**config.mk**
```make
export PLATFORM = sky130hd
export DESIGN_NAME = cell3_exerciser
export DESIGN_NICKNAME = d
export VERILOG_FILES = /design/src/rtl/cell3_exerciser.sv
export SDC_FILE = /design/constraint.sdc
export NUM_CORES = 1
export LEC_CHECK = 0
export BUFFER_PORTS_ARGS = -buffer_cell sky130_fd_sc_hd__buf_2
export CORE_ASPECT_RATIO = 0.7
export CORE_MARGIN = 4
export CORE_UTILIZATION = 55
export DETAILED_ROUTE_END_ITERATION = 7
export HOLD_SLACK_MARGIN = 0.12
export MAX_ROUTING_LAYER = met4
export PLACE_DENSITY = 0.87
export SYNTH_ARGS = -nofsm -noshare
export SYNTH_HDL_FRONTEND = slang
export SYNTH_SLANG_ARGS = --single-unit
export TNS_END_PERCENT = 5
```
**constraint.sdc**
```tcl
create_clock -name clk -period 3 [get_ports clk]
set_input_delay 0.15 -clock clk [delete_from_list [all_inputs] [get_ports clk]]
set_output_delay 0.15 -clock clk [all_outputs]
set_load 0.005 [all_outputs]
```
**src/rtl/cell3_exerciser.sv**
```systemverilog
// ============================================================================
// Module   : cell3_exerciser
// Purpose  : Drives all 8 vectors onto a 3-input cell and checks y against
//            EXP_TABLE. Optional macro CELL3_STOP_ON_FAIL_EN stops at first miss.
// Revision : 1.0 - initial release
// ============================================================================
`default_nettype none

module cell3_exerciser #(
  parameter int           SETTLE_CYCLES = 2,
  parameter logic [7:0]   EXP_TABLE     = 8'b0111_1111
) (
  input  logic       clk,
  input  logic       rst_,
  input  logic       start,
  input  logic       y,
  output logic       a,
  output logic       b,
  output logic       c,
  output logic       busy,
  output logic       done,
  output logic       pass,
  output logic [3:0] err_count,
  output logic [2:0] fail_vec
);

  localparam logic [1:0] c_st_idle   = 2'd0;
  localparam logic [1:0] c_st_settle = 2'd1;
  localparam logic [1:0] c_st_check  = 2'd2;
  localparam logic [1:0] c_st_done   = 2'd3;

  localparam logic [3:0] c_settle_load = 4'(SETTLE_CYCLES - 1);

  logic [1:0] r_state;
  logic [1:0] w_next_state;
  logic [2:0] r_vec;
  logic [3:0] r_cnt;
  logic       w_mismatch;
  logic       w_last;

  always_ff @(posedge clk or negedge rst_) begin
    if (!rst_) begin
      r_state <= c_st_idle;
    end else begin
      r_state <= w_next_state;
    end
  end

  always_comb begin
    w_next_state = r_state;
    case (r_state)
      c_st_idle:   if (start) w_next_state = c_st_settle;
      c_st_settle: if (r_cnt == 4'd0) w_next_state = c_st_check;
      c_st_check:  w_next_state = w_last ? c_st_done : c_st_settle;
      c_st_done:   w_next_state = c_st_idle;
      default:     w_next_state = c_st_idle;
    endcase
  end

  // Case inequality so that an X or Z on y is reported as a failure.
  always_comb begin
    w_mismatch = (y !== EXP_TABLE[r_vec]);
`ifdef CELL3_STOP_ON_FAIL_EN
    w_last     = (r_vec == 3'd7) || w_mismatch;
`else
    w_last     = (r_vec == 3'd7);
`endif
  end

  always_ff @(posedge clk or negedge rst_) begin
    if (!rst_) begin
      r_vec     <= 3'd0;
      r_cnt     <= 4'd0;
      {a, b, c} <= 3'b000;
      busy      <= 1'b0;
      done      <= 1'b0;
      pass      <= 1'b0;
      err_count <= 4'd0;
      fail_vec  <= 3'd0;
    end else begin
      case (r_state)
        c_st_idle: begin
          if (start) begin
            r_vec     <= 3'd0;
            {a, b, c} <= 3'b000;
            err_count <= 4'd0;
            fail_vec  <= 3'd0;
            done      <= 1'b0;
            pass      <= 1'b0;
            busy      <= 1'b1;
            r_cnt     <= c_settle_load;
          end
        end
        c_st_settle: begin
          if (r_cnt != 4'd0) r_cnt <= r_cnt - 4'd1;
        end
        c_st_check: begin
          if (w_mismatch) begin
            err_count <= err_count + 4'd1;
            if (err_count == 4'd0) fail_vec <= r_vec;
          end
          if (!w_last) begin
            r_vec     <= r_vec + 3'd1;
            {a, b, c} <= r_vec + 3'd1;
            r_cnt     <= c_settle_load;
          end
        end
        c_st_done: begin
          done <= 1'b1;
          pass <= (err_count == 4'd0);
          busy <= 1'b0;
        end
        default: ;
      endcase
    end
  end

endmodule

`default_nettype wire

```
==> impl_metrics.tcl <==
set metrics [dict create \
    outcome "finished, final reports clean" \
    htree_levels 1 \
    routedWlPerCell_um 14.8 \
    worst-slew-pin-transition_ns 0.497 \
    tritoncts "built" \
    synthTopCellsByArea "dfrtp_1, ha_1, mux2i_1" \
    synthArstFlopShare_pct 100 \
    rows 12 \
    drt_first_pass_iters 4 \
    drt-total-wl_mm 2.12 \
    setup.worst_path.start "b" \
    combPwrFrac_pct 40.2 \
    ff2ff_path_depth 5 \
    nFillCells 131 \
    crit_type "reg -> reg" \
    grt_pass1_vias 782 \
    worst_ep_arrival_time_ns 1.93 \
    p_int_mw 0.568 \
    overflow 0 \
    drc 0 \
    antenna_cells 0 \
    min_period_ns 1.71 \
    critPathRequiredTime_ns 3.22 \
    synth_commonest_cells "dfrtp_1, nand2_1, inv_1" \
    finalPower_mw 0.952 \
    grt.total_usage_pct 19.5 \
    yosys.area.top_type "dfrtp_1" \
    fp.dieArea_um2 2690 \
    pwr-share-clk_pct 13.5 \
    finalSetupViolCount 0 \
    cp_max_fo 7 \
    reg2reg_slack_ns 1.29 \
    grt_start_max_net_pins 20 \
    p_leak_nw 0.608 \
    netlist_area_um2 1050 \
    syn_area_per_cell_um2 10.1 \
    fmax_mhz 586 \
    rsz0062_at_grt "false" \
    initial_core_util_pct 62.0 \
    drive_above_1_share_pct 22.1 \
    p_switching_mw 0.383 \
    synth_cell_type_count 34 \
    cts.clk_slew.worst_paths_ns 0.10 \
    reg2reg_from "b" \
    syn-num-nets 115 \
    synth-seq-cells 19 \
    worstHoldStart "y" \
    yosysMostFrequentCell "dfrtp_1" \
    cp-start-kind "flip-flop" \
    gp_congestion 0.869 \
    clkLatencyLatePin_ns 0.30 \
    drv_cap 0 \
    synthFlopType "dfrtp_1" \
    die_w_um 60.3 \
    seqPwrFrac_pct 46.2 \
    ir_worst_vdd_v 0.000586 \
    drtIter0Drc 15 \
    synth_edf_count 0 \
    ys_seq_area_share_pct 45.2 \
    numCtsBuffers 3 \
    grt_pass1_wl_mm 3.65 \
    cts_root_buf "clkbuf_4" \
    crit_path_end "fail_vec[1]" \
    route.vias.total 808 \
    slew_viol_final 0 \
    sw_frac_of_total_pct 40.3 \
    syn_inst 104 \
    fin_skew_ns 0.00322 \
    worstSetupEndpointType "flip-flop" \
    powerDensity_nw_per_um2 815 \
    final_net_count 134 \
    die_h_um 44.6 \
    boundaryPins 17 \
    clock_sinks 19 \
    synth_top_area_share_pct 45.2 \
    area_growth_syn_to_layout_pct 10.9 \
    cts_resized 0 \
    antenna_found_initial 0 \
    slew_headroom_pct 66.8 \
    yosys_warnings 0 \
    finalCritPeriodShare_pct 56.8 \
    core_um2 1700 \
    dp_hpwl_mm 1.60 \
    hold_viol 0 \
    io_buffers 16 \
    hold_path.class "in -> reg" \
    timing.rr.end "fail_vec[1]" \
    cts_setup_buffers 0 \
    vias_per_cell 5.65 \
    postRouteAntennaNets 0 \
    clock_path_buffers 2 \
    tns_ns 0 \
]
-- per-stage QoR --
step | instance area (µm²) | std cells | util (%) | worst slack (ns) | hold slack, ns
finish | 1170 | 143 | 68.8 | 1.29 | 0.263
floorplan | 1050 | 104 | - | 1.50 | -0.146
CTS | 1170 | 143 | 68.8 | 1.31 | 0.237
global placement | 1130 | 138 | 66.7 | 1.46 | 0.108
detailed placement | 1130 | 138 | 66.7 | 1.34 | 0.111
global route | 1170 | 143 | 68.8 | 1.18 | 0.265
-- power groups by stage --
stage | Combinational [mW] | Sequential (mW) | Clock (mW)
finish | 0.383 | 0.440 | 0.129
global route | 0.430 | 0.458 | 0.149
CTS | 0.384 | 0.437 | 0.137
detailed placement | 0.382 | 0.441 | 0
global placement | 0.367 | 0.431 | 0
floorplan | 0.310 | 0.404 | 0
-- state kept, by name, summed over array words and instances, names as in the netlist --
name / count
a: 1
b: 1
busy: 1
done: 1
err_count: 4
fail_vec: 3
pass: 1
r_cnt: 4
r_state: 2
r_vec: 1
-- kinds of logic after synthesis --
kind of cell / Yosys count / synth area share (%)
AO/OA/AOI/OAI: 22 / 14.7
XOR/XNOR: 1 / 1.55
adder cells (fa/ha/maj): 7 / 8.32
buffers and inverters: 12 / 5.83
flip-flops: 19 / 45.2
multiplexers: 7 / 6.78
AND/OR/NAND/NOR: 36 / 17.6
-- layout by cell type (no fill, tap or decap), types with 6 or more instances in the layout --
master and n:
mux2i_1 6, buf_2 16, ha_1 7, a21oi_1 6, nor2_1 6, dfrtp_1 19
inv_1 9, nand2_1 14
-- worst min path at each step --
stage | depth (start not counted) | slack, ns | end
6_report | 4 | 0.26 | err_count[0]
5_1_grt | 4 | 0.26 | err_count[0]
4_1_cts | 3 | 0.24 | r_state[0]
3_5_place_dp | 1 | 0.11 | r_state[0]
3_3_place_gp | 1 | 0.11 | busy
2_1_floorplan | 0 | -0.15 | a
-- worst max-delay path, stage by stage (launching register included) --
cell and delay (ns):
dfrtp_1 0.45, ha_1 0.23, nand2_2 0.07, xor2_2 0.28, and4_1 0.36, mux2i_1 0.24
-- layout make-up --
class	count	area, µm²	area share, %
Timing Repair Buffer	17	90.1	7.72
Clock buffer	4	26.3	2.25
Inverter	9	33.8	2.89
Sequential cell	19	475	40.7
Tap cell	21	26.3	2.25
Multi-Input combinational cell	73	515	44.2
-- repair_timing --
| action | in CTS | in global routing |
|---|---|---|
| hold buffers | 1 | 0 |
| hold endpoints to repair | 19 | 0 |
| endpoints found under the setup margin | 0 | 0 |
-- layer usage --
metal | vias to the layer above | GRT usage [%] | share of wire (%)
li1 | 396 | - | -
met1 | 382 | 25.3 | 47
met2 | 25 | 28.7 | 46
met3 | 5 | 5.54 | 5.4
met4 | 0 | 7.52 | 1.5
met5 | - | - | 0
Power figures use the tool's default switching activity.
